===== src/rtl/mem_reinit_ctrl.sv =====
// Arbiter/sequencer sharing one simple-dual-port RAM between a user port and a reinit sweep.
// Optional readback verification of the sweep is built when REINIT_READBACK_EN is defined.
module mem_reinit_ctrl #(
  parameter int WID_MEM   = 1,
  parameter int DEPTH_MEM = 16384,
  parameter int ADDR_W    = 32
) (
  input  logic               clk,
  input  logic               reset,
  input  logic               start,
  output logic               busy,
  output logic               done,
  input  logic               fill_valid,
  output logic               fill_ready,
  input  logic [WID_MEM-1:0] fill_data,
  input  logic               usr_valid,
  output logic               usr_ready,
  input  logic               usr_we,
  input  logic [ADDR_W-1:0]  usr_addr,
  input  logic [WID_MEM-1:0] usr_wdata,
  output logic               usr_rvalid,
  output logic [WID_MEM-1:0] usr_rdata,
  output logic [ADDR_W-1:0]  mem_raddr,
  output logic [ADDR_W-1:0]  mem_waddr,
  output logic               mem_we,
  output logic [WID_MEM-1:0] mem_din,
  input  logic [WID_MEM-1:0] mem_dout
`ifdef REINIT_READBACK_EN
  , output logic             chk_err
`endif
);

  localparam int CNT_W = $clog2(DEPTH_MEM) + 1;

  typedef enum logic [1:0] {IDLE, SWEEP, READBACK, FINISH} state_t;

  state_t           state, state_nxt;
  logic [CNT_W-1:0] cnt, cnt_nxt;
  logic             rd_acc;
  logic             fill_hs;

  // Next-state and RAM port steering; everything is forced quiet while reset is high
  always_comb begin
    state_nxt  = state;
    cnt_nxt    = cnt;
    busy       = 1'b0;
    done       = 1'b0;
    usr_ready  = 1'b0;
    fill_ready = 1'b0;
    mem_we     = 1'b0;
    mem_waddr  = '0;
    mem_raddr  = '0;
    mem_din    = '0;
    rd_acc     = 1'b0;
    fill_hs    = 1'b0;
    usr_rdata  = usr_rvalid ? mem_dout : '0;
    if (!reset) begin
      case (state)
        IDLE: begin
          usr_ready = 1'b1;
          if (usr_valid) begin
            if (usr_we) begin
              mem_we    = 1'b1;
              mem_waddr = usr_addr;
              mem_din   = usr_wdata;
            end else begin
              rd_acc    = 1'b1;
              mem_raddr = usr_addr;
            end
          end else begin
            rd_acc = 1'b0;
          end
          if (start) begin
            state_nxt = SWEEP;
            cnt_nxt   = '0;
          end else begin
            state_nxt = IDLE;
          end
        end
        SWEEP: begin
          busy       = 1'b1;
          fill_ready = 1'b1;
          if (fill_valid) begin
            fill_hs   = 1'b1;
            mem_we    = 1'b1;
            mem_waddr = ADDR_W'(cnt);
            mem_din   = fill_data;
            if (cnt == CNT_W'(DEPTH_MEM - 1)) begin
              cnt_nxt = '0;
`ifdef REINIT_READBACK_EN
              state_nxt = READBACK;
`else
              state_nxt = FINISH;
`endif
            end else begin
              cnt_nxt = cnt + CNT_W'(1);
            end
          end else begin
            fill_hs = 1'b0;
          end
        end
`ifdef REINIT_READBACK_EN
        // One address per cycle; the extra cycle at cnt==DEPTH_MEM collects the last word
        READBACK: begin
          busy = 1'b1;
          if (cnt == CNT_W'(DEPTH_MEM)) begin
            state_nxt = FINISH;
            cnt_nxt   = '0;
          end else begin
            mem_raddr = ADDR_W'(cnt);
            cnt_nxt   = cnt + CNT_W'(1);
          end
        end
`endif
        FINISH: begin
          done      = 1'b1;
          state_nxt = IDLE;
        end
        default: begin
          state_nxt = IDLE;
          cnt_nxt   = '0;
        end
      endcase
    end else begin
      usr_rdata = '0;
    end
  end

  // State, sweep counter and read-return flag
  always_ff @(posedge clk or posedge reset) begin
    if (reset) begin
      state      <= IDLE;
      cnt        <= '0;
      usr_rvalid <= 1'b0;
    end else begin
      state      <= state_nxt;
      cnt        <= cnt_nxt;
      usr_rvalid <= rd_acc;
    end
  end

`ifdef REINIT_READBACK_EN
  logic [WID_MEM-1:0] fill_fold;
  logic [WID_MEM-1:0] rb_fold;

  // XOR signatures of written and read-back words; mem_dout at cnt=k is word k-1
  always_ff @(posedge clk or posedge reset) begin
    if (reset) begin
      fill_fold <= '0;
      rb_fold   <= '0;
      chk_err   <= 1'b0;
    end else if (state == IDLE && start) begin
      fill_fold <= '0;
      rb_fold   <= '0;
      chk_err   <= 1'b0;
    end else if (fill_hs) begin
      fill_fold <= fill_fold ^ fill_data;
    end else if (state == READBACK && cnt != CNT_W'(0)) begin
      rb_fold <= rb_fold ^ mem_dout;
      if (cnt == CNT_W'(DEPTH_MEM)) begin
        chk_err <= ((rb_fold ^ mem_dout) != fill_fold);
      end
    end
  end
`endif

endmodule

===== config.mk =====
export PLATFORM = sky130hd
export DESIGN_NAME = mem_reinit_ctrl
export DESIGN_NICKNAME = d
export VERILOG_FILES = /design/src/rtl/mem_reinit_ctrl.sv
export SDC_FILE = /design/constraint.sdc
export NUM_CORES = 1
export LEC_CHECK = 0
export BUFFER_PORTS_ARGS = -buffer_cell sky130_fd_sc_hd__buf_2
export CORE_MARGIN = 2
export CORE_UTILIZATION = 42
export CTS_CLUSTER_SIZE = 14
export DETAILED_ROUTE_END_ITERATION = 8
export PLACE_DENSITY = 0.81
export SYNTH_ARGS = -nofsm -noshare
export SYNTH_HDL_FRONTEND = slang
export SYNTH_SLANG_ARGS = --single-unit

===== constraint.sdc =====
create_clock -name clk -period 2.3 [get_ports clk]
set_clock_uncertainty 0.15 [all_clocks]
set_input_delay 0.23 -clock clk [delete_from_list [all_inputs] [get_ports clk]]
set_output_delay 0.23 -clock clk [all_outputs]
set_load 0.005 [all_outputs]

==> results.yml <==
cts:
  clock_sinks: 18
  clockBufferDepth: 2
  clk_pin_slew_ns: 0.07
  htreeDepth: 1
  cts_made_buffers: 3
  cts_tree: "built"
  root_buffer: "clkbuf_8"
  clk_latency_ns: 0.26
cells_and_area:
  drive_gt1_share_pct: 45.1
  n_antenna_cell: 0
  finalNonFillerCells: 372
  fillers: 346
  final_cell_area_sq_um: 2380
  nNetsFinal: 368
  area_growth_pct: 43.0
synth:
  synth_warnings: 0
  yosys.area_share.simple_pct: 42.0
  synth_adder_area_share_pct: 0.753
  syn_area_sq_um: 1660
  synth_area_per_cell_sq_um: 8.07
  synth_cell_types: 40
  seq_area_frac_synth_pct: 27.1
  synth_fp_nets: 248
  synth_compound_area_share_pct: 21.9
  synth_top_family_by_area: "simple AND/OR/NAND/NOR gates"
  synth_mux_area_share_pct: 0
  yosys_register_bits: 18
  syn_inst: 206
  synth_xor_area_share_pct: 1.05
power:
  total_power_w: 0.00144
  p_leak_nw: 1.30
  irDropWorstVdd_mv: 0.418
  p_per_area_nw_per_um2: 607
timing:
  finalHoldViolations: 0
  fin_crit_sh_pct: 98.2
  setup_violations: 0
  relSlewSlack_pct: 64.0
  tightest_slew_ns: 0.541
  finalSetupTns_ns: 0
  fmax_mhz: 443
  whs_ns: 0.128
  layout_min_cycle_time_ns: 2.26
  slew_violations: 0
worst_setup_path:
  crit_arrival_ns: 1.88
  crit_path_max_fanout: 8
  crit_buf_inv: 3
  crit_family: "simple AND/OR/NAND/NOR gates"
  path_cells: "or2_4, nor4b_4, buf_4, buf_8, and2_1, buf_2"
  crit_slowest_cell: "dfrtp_2"
  crit_type: "reg2out"
  startpoint_type: "flip-flop"
  worstPathRequired_ns: 1.92
  cp_slowest_stage_delay_ns: 0.46
  critPathCaptureType: "primary output"
place:
  place_area_sq_um: 2240
  portBuffers: 112
  place_congestion: 0.867
  dp.final_hpwl_um: 3950
  dp_cells: 360
floorplanning:
  fp.dieArea_sq_um: 4480
  row_count: 22
  die_h_um: 66.9
  fp.dieW_um: 66.9
  io_pins: 113
  core_sq_um: 3740
  start_util_pct: 44.4
global_route:
  grt_max_degree: 33
  met2_usage_pct: 40.0
  grtUsageMet3_pct: 2.87
  grt_pass1_vias: 1649
  grtUsageMet1_pct: 25.4
  busiest_layer: "met2"
  antenna_found_initial: 0
  grt_remaining_overflow: 0
  grt_first_pass_wirelength_um: 7510
  track_usage_pct: 21.9
route:
  routedWlPerCell_um: 14.2
  drc_errors: 0
  first_pass_iters: 4
  drt-total-wl_um: 5290
  drtIter0Drc: 106
  viasPerCell: 5.24
  ant_nets: 0
  via_count: 1949
hold_path:
  worst_hold_path_type: "in2reg"
run:
  maxCapViolCount: 0
run_status:
  outcome: "finished clean"
-- sequential cells by signal, summed over array words and instances (netlist names) --
| register | count |
|---|---|
| cnt | 15 |
| usr_rvalid | 1 |
| state | 2 |
-- routing by layer --
layer  vias to the layer above  routed length (um)
met4                         0                  97
met2                        82                2750
met5                         -                   0
met1                       903                2090
met3                         9                 357
li1                        955                   -
-- layout by cell type (no fill, tap or decap), types with 2 or more instances in the layout --
master	synthesis	final
dfrtp_2	0	2
nor2_1	23	23
nor3_1	2	2
nand4_1	3	3
xor2_1	2	2
dfrtp_1	18	16
a21oi_1	7	7
buf_4	4	12
inv_1	4	4
and3_1	3	3
a31oi_4	2	2
o21ai_1	2	2
a31oi_1	5	5
nand3_1	6	6
or2b_1	2	2
buf_2	5	112
o21ai_0	7	7
o31ai_1	5	5
a22oi_1	16	16
nand2_1	15	15
and2_1	52	52
clkbuf_8	0	3
-- path summary, 6_finish.rpt --
path | from | endpoint | slack (ns) | depth (start not counted)
worst max-delay path | state[1] | mem_raddr[29] | 0.04 | 6
worst min-delay path | start | state[0] | 0.13 | 3
worst max register to register | cnt[0] | cnt[10] | 0.34 | 6
worst min register to register | cnt[12] | cnt[12] | 0.40 | 1
max in group asynchronous | reset | state[1] | 1.05 | 4
min in group asynchronous | reset | usr_rvalid | 0.44 | 3
-- final cells by class --
cell class                      count  area, sq um  area share [%]
Multi-Input combinational cell    171         1100            46.2
Timing Repair Buffer              128          708            29.8
Sequential cell                    18          453            19.1
Tap cell                           48         60.1            2.53
Clock buffer                        3         41.3            1.74
Inverter                            4         15.0           0.632
-- per-stage QoR --
stage | util (%) | setup WS, ns
5_1_grt | 63.5 | -0.0213
3_3_place_gp | 59.8 | 0.316
4_1_cts | 61.3 | 0.00869
6_report | 63.5 | 0.0413
3_5_place_dp | 59.8 | 0.217
2_1_floorplan | - | 0.520
-- worst min-delay path: cells and delay by family --
kind | cells | cell delay (ns)
compound gates | 2 | 0.16
buf+inv | 1 | 0.11
-- report_power, final --
group | switching (W) | total, W | internal (W)
registers | 0.000111 | 0.000484 | 0.000373
logic | 0.000406 | 0.000734 | 0.000328
clock network | 0.000109 | 0.000225 | 0.000117
total | 0.000626 | 0.00144 | 0.000817
-- repair_timing --
| item | 4_1_cts | 5_1_grt |
|---|---|---|
| hold endpoints to repair | 7 | 0 |
| setup buffers | 0 | 5 |
| hold buffers | 1 | 0 |
| cloned | 0 | 3 |
| gates resized for setup | 1 | 4 |
| endpoints found under the setup margin | 32 | 62 |
| pin swaps | 1 | 2 |
-- synth_stat cells, drive strengths merged --
library cell | instances | area share [%]
a21boi | 1 | 0.45
a21oi | 7 | 2.1
a22oi | 16 | 7.2
a31oi | 7 | 4.4
and2 | 52 | 20
and2b | 1 | 0.45
and3 | 3 | 1.1
buf | 13 | 6.0
clkbuf | 1 | 0.23
dfrtp | 18 | 27
ha | 1 | 0.75
inv | 4 | 0.90
nand2 | 17 | 4.4
nand2b | 1 | 0.83
nand3 | 7 | 2.4
nand4 | 3 | 1.1
nand4bb | 1 | 0.68
nor2 | 24 | 5.6
nor3 | 4 | 2.2
nor4 | 1 | 0.75
nor4b | 1 | 1.4
o21ai | 9 | 2.7
o22ai | 1 | 0.38
o31a | 1 | 0.53
o31ai | 6 | 3.5
o41ai | 1 | 0.53
or2 | 1 | 0.53
or2b | 2 | 0.90
xor2 | 2 | 1.1
-- kinds of logic (layout without fill, tap and decap cells) --
group	after synthesis	in the layout
xor+xnor	2	2
compound gates	49	49
fa+ha+maj	1	1
flops	18	18
simple gates	118	119
buf+inv	18	135
(Power assumes the default switching activity.)
